==> config.mk <==
export PLATFORM = sky130hd
export DESIGN_NAME = prog_mem_flat
export DESIGN_NICKNAME = d
export VERILOG_FILES = /design/src/rtl/prog_mem_if.sv /design/src/rtl/prog_mem.sv /design/src/flat_wrapper.sv
export SDC_FILE = /design/constraint.sdc
export NUM_CORES = 2
export LEC_CHECK = 0
export BUFFER_PORTS_ARGS = -buffer_cell sky130_fd_sc_hd__buf_2
export CAP_MARGIN = 20
export CORE_AREA = 2 2 380 382
export DETAILED_ROUTE_END_ITERATION = 8
export DIE_AREA = 0 0 382 384
export PLACE_DENSITY_LB_ADDON = 0.3
export SLEW_MARGIN = 20
export SYNTH_ARGS = -nofsm -noshare
export SYNTH_HDL_FRONTEND = slang
export SYNTH_SLANG_ARGS = --single-unit
==> constraint.sdc <==
create_clock -name clk -period 2.1 [get_ports clk]
set_input_delay 0.21 -clock clk [delete_from_list [all_inputs] [get_ports clk]]
set_output_delay 0.21 -clock clk [all_outputs]
set_load 0.05 [all_outputs]
==> src/rtl/prog_mem_if.sv <==
// Fetch port and byte-stream load port of the program memory.
// master = CPU/boot-loader side, slave = memory side.
interface prog_mem_if #(
   parameter int ADDR_W = 8,
   parameter int DATA_W = 8
);
   logic [ADDR_W-1:0] memAddr;
   logic [DATA_W-1:0] memVal;
   logic              ldStart;
   logic [ADDR_W-1:0] ldBase;
   logic [ADDR_W-1:0] ldLen;
   logic [DATA_W-1:0] ldData;
   logic              ldValid;
   logic              ldReady;
   logic              ldDone;
   logic              cpuHold;

   modport master (
      output memAddr, ldStart, ldBase, ldLen, ldData, ldValid,
      input  memVal, ldReady, ldDone, cpuHold
   );

   modport slave (
      input  memAddr, ldStart, ldBase, ldLen, ldData, ldValid,
      output memVal, ldReady, ldDone, cpuHold
   );
endinterface

==> src/rtl/prog_mem.sv <==
// Program memory with combinational fetch and a valid/ready byte loader.
// The CPU is held while an image is streamed in; reads return 0 during the load.
module prog_mem #(
   parameter int ADDR_W = 8,
   parameter int DATA_W = 8
) (
   input logic       clk,
   input logic       rst,
   prog_mem_if.slave bus
);
   typedef enum logic [1:0] {IDLE, LOAD, DONE} state_t;

   state_t            state, stateNext;
   logic [ADDR_W-1:0] ptr;
   logic [ADDR_W:0]   rem;
   logic [DATA_W-1:0] mem [2**ADDR_W];
   logic              xfer;

   // state is forced to IDLE asynchronously, so no write can slip in during reset
   assign xfer = (state == LOAD) && bus.ldValid;

   always_ff @(posedge clk or posedge rst) begin
      if (rst) state <= IDLE;
      else     state <= stateNext;
   end

   always_comb begin
      stateNext = state;
      case (state)
         IDLE:    if (bus.ldStart) stateNext = LOAD;
         LOAD:    if (xfer && rem == (ADDR_W+1)'(1)) stateNext = DONE;
         DONE:    stateNext = IDLE;
         default: stateNext = IDLE;
      endcase
   end

   always_ff @(posedge clk or posedge rst) begin
      if (rst) begin
         ptr <= '0;
         rem <= '0;
      end else if (state == IDLE && bus.ldStart) begin
         ptr <= bus.ldBase;
         // a length of 0 sets only the top bit: a full 2**ADDR_W byte load
         rem <= {(bus.ldLen == '0), bus.ldLen};
      end else if (xfer) begin
         ptr <= ptr + ADDR_W'(1);
         rem <= rem - (ADDR_W+1)'(1);
      end
   end

   always_ff @(posedge clk) begin
      if (xfer) mem[ptr] <= bus.ldData;
   end

   assign bus.ldReady = (state == LOAD);
   assign bus.ldDone  = (state == DONE);
   assign bus.cpuHold = (state != IDLE);
   assign bus.memVal  = (state == LOAD) ? '0 : mem[bus.memAddr];
endmodule
==> src/flat_wrapper.sv <==
// flat-port wrapper written by rule: the top's interface ports become plain ports
module prog_mem_flat 
#(
   parameter int ADDR_W = 8,
   parameter int DATA_W = 8
)
  (clk, rst, bus_memAddr, bus_ldStart, bus_ldBase, bus_ldLen, bus_ldData, bus_ldValid, bus_memVal, bus_ldReady, bus_ldDone, bus_cpuHold);
  prog_mem_if #(.ADDR_W(ADDR_W), .DATA_W(DATA_W)) bus_i ();
  input logic clk;
  input logic rst;
  input wire logic [$bits(bus_i.memAddr)-1:0] bus_memAddr;
  input wire logic [$bits(bus_i.ldStart)-1:0] bus_ldStart;
  input wire logic [$bits(bus_i.ldBase)-1:0] bus_ldBase;
  input wire logic [$bits(bus_i.ldLen)-1:0] bus_ldLen;
  input wire logic [$bits(bus_i.ldData)-1:0] bus_ldData;
  input wire logic [$bits(bus_i.ldValid)-1:0] bus_ldValid;
  output wire logic [$bits(bus_i.memVal)-1:0] bus_memVal;
  output wire logic [$bits(bus_i.ldReady)-1:0] bus_ldReady;
  output wire logic [$bits(bus_i.ldDone)-1:0] bus_ldDone;
  output wire logic [$bits(bus_i.cpuHold)-1:0] bus_cpuHold;
  assign bus_i.memAddr = bus_memAddr;
  assign bus_i.ldStart = bus_ldStart;
  assign bus_i.ldBase = bus_ldBase;
  assign bus_i.ldLen = bus_ldLen;
  assign bus_i.ldData = bus_ldData;
  assign bus_i.ldValid = bus_ldValid;
  assign bus_memVal = bus_i.memVal;
  assign bus_ldReady = bus_i.ldReady;
  assign bus_ldDone = bus_i.ldDone;
  assign bus_cpuHold = bus_i.cpuHold;
  prog_mem #(.ADDR_W(ADDR_W), .DATA_W(DATA_W)) u_core (.clk(clk), .rst(rst), .bus(bus_i));
endmodule
# [Word-level counts from Yosys, hierarchy flattened]
# Memory sizes are Yosys's and may differ from the RTL's.
# Cells that the tools add are included.
[word_totals] ff_bits=19 ramBits=2048 in_bits=36 mem_count=1
[mem_list] name="u_core.mem" depth=256 width=8 rd=1 rd_clocked_by_memory_dff=0 write_ports=1 line_no="prog_mem.sv:16" source="logic [DATA_W-1:0] mem [2**ADDR_W];"
[op_classes] n_addsub=2 n_eq_ne=5 muxes=10 reduce_logical=8
[op_table] operator="$mux 8" n=3
[op_table] operator="$mux 9" n=2
[op_table] operator="$eq 9x1->1 const B" n=1
[op_table] operator="$sub 9x1->9 const B" n=1
[op_table] operator="$add 8x1->8 const B" n=1
[op_table] operator="$logic_not 8->1" n=1
[op_table] operator="$mux 2" n=2
[op_table] operator="$pmux 2 s2" n=1
[op_table] operator="$reduce_bool 2->1" n=2
[op_table] operator="$logic_and 1x1->1" n=3
[op_table] operator="$eq 2x1->1 const B" n=1
[op_table] operator="$eq 2x2->1 const B" n=1
[op_table] operator="$logic_not 2->1" n=1
[op_table] operator="$mux 1" n=2
[op_table] operator="$ne 2x1->1 const B" n=1
[op_table] operator="$ne 2x2->1 const B" n=1
[op_table] operator="$reduce_and 2->1" n=1

# [Depth between registers and ports, before layout]
[depth] ltp_word=5 ltp_mapped=12 mapped_depth_nobuf=7

# [Worst setup path after synthesis]
# Ideal clock, no wire load.
[synth_timing] path_type="in2out" start="input bus_memAddr[0]" end="output bus_memVal[4]" t_arrival_ns=2.873 t_required_ns=1.890 setup_slack_ns=-0.983 path_stages=11 n_path_buf=5 path_cell_list="buf_6 -> buf_12 -> buf_12 -> buf_8 -> buf_8 -> mux2i_1 -> o221ai_1 -> a211oi_1 -> nor4_1 -> nand4_1 -> o32ai_1"
[synth_via] elab_chain_len=2
[synth_lines] element="start: declaration" line_no="flat_wrapper.sv:11" source="input wire logic [$bits(bus_i.memAddr)-1:0] bus_memAddr;"
[synth_lines] element="$mem_v2 256x8"
[synth_lines] element="$mux 8" line_no="prog_mem.sv:58" source="assign bus.memVal = (state == LOAD) ? '0 : mem[bus.memAddr];"
[synth_lines] element="end: declaration" line_no="flat_wrapper.sv:17" source="output wire logic [$bits(bus_i.memVal)-1:0] bus_memVal;"
# No other way between the ends.

# [Worst setup path after layout]
[layout_timing] start="memory u_core.mem[3][7]" end="output bus_memVal[7]"
[layout_via] elab_chain_len=2
[layout_lines] element="start: declaration" line_no="prog_mem.sv:16"
[layout_lines] element="$mem_v2 256x8"
[layout_lines] element="$mux 8" line_no="prog_mem.sv:58"
# No other way between the ends.

==> metrics.md <==
| Metric | Value |
|---|---|
| Ys Warns | `0` |
| Clock sinks | `2,067` |
| DRT iter0 DRCs | `6,907` |
| Hpwl dp | `139,000 um` |
| Worst hold slack | `0.0337 ns` |
| Sequential cell area fraction in the yosys report | `76.5%` |
| Failing checks | `setup timing` |
| Num CTS Buffers | `202` |
| Via count | `45,240` |
| FP Rows | `139` |
| Die Width | `382 um` |
| Number of max-cap violations | `0` |
| Fillers | `8,077` |
| Normalized max-slew margin | `42.3%` |
| Number of global-route vias before repair | `44,936` |
| Max incr delay on CP | `0.51 ns` |
| Hold Path Class | `in -> async` |
| Top delay family on crit path | `multiplexers` |
| RSZ-0062 raised after global routing | `true` |
| Main flop type after synthesis | `edfxtp_1` |
| R2R Setup Slk | `-0.18 ns` |
| Critical path data required time | `1.89 ns` |
| Most common cell in the netlist | `edfxtp_1` |
| Synth async-reset ratio | `0.919%` |
| Clock latency on the worst-skew pair | `0.85 ns` |
| Crit path time final | `3.49 ns` |
| GRT Total Usage | `30.3%` |
| Layout Nets | `4,806` |
| Synth top area share | `75.9%` |
| Slowest-stage cell, CP | `mux4_2` |
| Htree depth | `4` |
| PD cells | `932 nW/um2` |
| Initial antenna violation count | `7` |
| CP bufs+invs | `2` |
| Mapped cell area | `81,000 um2` |
| Die area | `147,000 um2` |
| Initial Utilization | `56.7%` |
| Mean Syn Cell Area | `20.5 um2` |
| IO Pins | `47` |
| Leakage power | `32.8 nW` |
| Die Ht | `384 um` |
| Area leader, netlist | `edfxtp_1` |
| Critical path type | `reg -> out` |
| Buffers on Ports | `46` |
| Synth-to-layout area growth | `24.3%` |
| Crit path max fanout | `1` |
| DR vias/cell | `6.62` |
| Actual slew at the worst max-slew pin | `0.866 ns` |
| Worst Setup Start Kind | `flop` |
| Net count after synthesis | `3,993` |
| CTS tree | `built` |
| Setup ws final | `-1.39 ns` |
| Worst clock skew | `0.0343 ns` |
| F_max | `287 MHz` |
| Status | `complete, but fails checks` |
| # setup viols final | `1,872` |
| Critical path capture point type | `output pin` |
| Leading post-synthesis cells by cell area | `edfxtp_1 (76%), mux4_2 (12%), mux2i_1 (2.9%)` |
| Post-Route WL | `222,000 um` |
| Commonest cells in the netlist | `edfxtp_1 (2,048), mux4_2 (416), nor2_1 (300), mux2i_1 (236), o221ai_1 (102)` |
| Number of flops mapped to enable cells by yosys | `2,048` |
| RePlAce Congestion | `0.937` |
| Cells after Synth | `3,951` |
| Fin crit share | `166%` |
| GRT Residual Overflow | `0` |
| Final slew viol count | `0` |
| CP arrival | `3.28 ns` |
| Crit-path cells | `mux4_2, mux4_2, a211o_1, nand4_1, buf_4, o22ai_4, buf_12` |
| Routed Antenna Nets | `0` |
| Clk slew on worst S/H paths | `0.06 ns` |
| Pre-Repair DR Iteration Count | `8` |
| Clock tree buffer depth | `3` |
| Largest net degree at the start of global routing | `103` |
| Place WS | `-1.47 ns` |
| First-pass GRT wire length | `317,000 um` |
| WL per Instance | `32.5 um` |
| Clock root cell | `clkbuf_16` |
| Peak supply drop | `0.00104 V` |
| DRC | `0` |
| Yosys cell types | `66` |
| Final hold vios | `0` |
| Critical path's most frequent cell | `mux4_2` |
| Yosys reg bits | `2,067` |
| Share of layout cells above drive strength 1 | `38.1%` |
| Area of the core | `143,000 um2` |
placed cells by master, fill, tap and decap left out, types with 36 or more instances in the layout:
cell / count
nor2_2: 36
clkbuf_16: 206
buf_6: 68
edfxtp_1: 2048
nor2_1: 60
o21ai_0: 62
o22ai_1: 43
buf_12: 228
clkinv_1: 37
a22oi_1: 54
o221ai_1: 100
nand2_1: 48
mux2i_1: 235
a21oi_1: 74
nor2_4: 204
mux4_2: 417
buf_4: 466
path summary, 6_finish.rpt:
path,cells after the start,to,startpoint
setup / recovery,7,bus_memVal[7],u_core.mem[3][7]
hold / removal,3,u_core.state[1],rst
setup reg to reg,12,u_core.mem[52][1],u_core.state[1]
hold reg to reg,1,u_core.rem[6],u_core.rem[6]
max in group asynchronous,3,u_core.rem[6],rst
min in group clk,1,u_core.mem[20][7],bus_ldData[7]
routing by layer:
layer	vias to the layer above	GRT usage (%)	wire, um
met5	-	0	64
met4	10	14.5	11900
met1	23327	41.2	80300
met3	600	7.02	25200
met2	3142	47.1	105000
li1	18161	-	-
report_power, final:
group	switching, mW	total [mW]	internal (mW)
clock	15.6	37.0	21.4
sequential	0.298	46.1	45.8
combinational	6.72	10.7	3.98
worst register-to-register path, delay by kind of cell (launching register included):
family	cells	cell delay (ns)
flip-flops	1	0.38
AND/OR/NAND/NOR	5	0.62
buffers and inverters	7	0.96
layout make-up:
class	count	area [um2]	area share, %
Antenna cell	2	5.00	0.00497
Clock buffer	237	5230	5.19
Clock inverter	131	1520	1.51
Inverter	13	57.6	0.0572
Multi-Input combinational cell	1632	19600	19.5
Sequential cell	2067	62000	61.6
Tap cell	1903	2380	2.37
Timing Repair Buffer	848	9860	9.79
what timing repair did:
| item | in CTS | in global routing |
|---|---|---|
| hold buffers | 29 | 0 |
| setup buffers | 91 | 8 |
| gates resized for setup | 238 | 60 |
| endpoints found under the hold margin | 294 | 0 |
| pin swaps | 127 | 36 |
| setup endpoints to repair | 1591 | 2032 |
| gates cloned | 8 | 2 |
through the flow:
step	utilization (%)	cell area, um2	cells	power, mW	setup TNS (ns)
floorplan	-	82500	3951	51.4	-61.84
global placement	63.5	90600	6326	56.1	-21.66
detailed placement	63.5	90600	6326	56.2	-66.17
CTS	70.2	100000	6822	93.5	-33.36
global route	70.5	101000	6831	95.9	-246.57
finish	70.5	101000	6833	93.8	-132.38
cells by family (layout without fill, tap and decap cells):
group	Yosys count	count (layout)	synth area share (%)
fa+ha+maj	6	6	0.0927
compound gates	417	417	3.59
buf+inv	252	1229	2.00
simple gates	527	527	2.86
other cells	0	2	0
mux	679	679	14.9
xor+xnor	3	3	0.0324
flops	2067	2067	76.5
sequential cells by signal, indices dropped and copies added (netlist names):
register,flops
u_core.mem,2048
u_core.rem,9
u_core.ptr,8
u_core.state,2
Power figures use the tool's default switching activity.
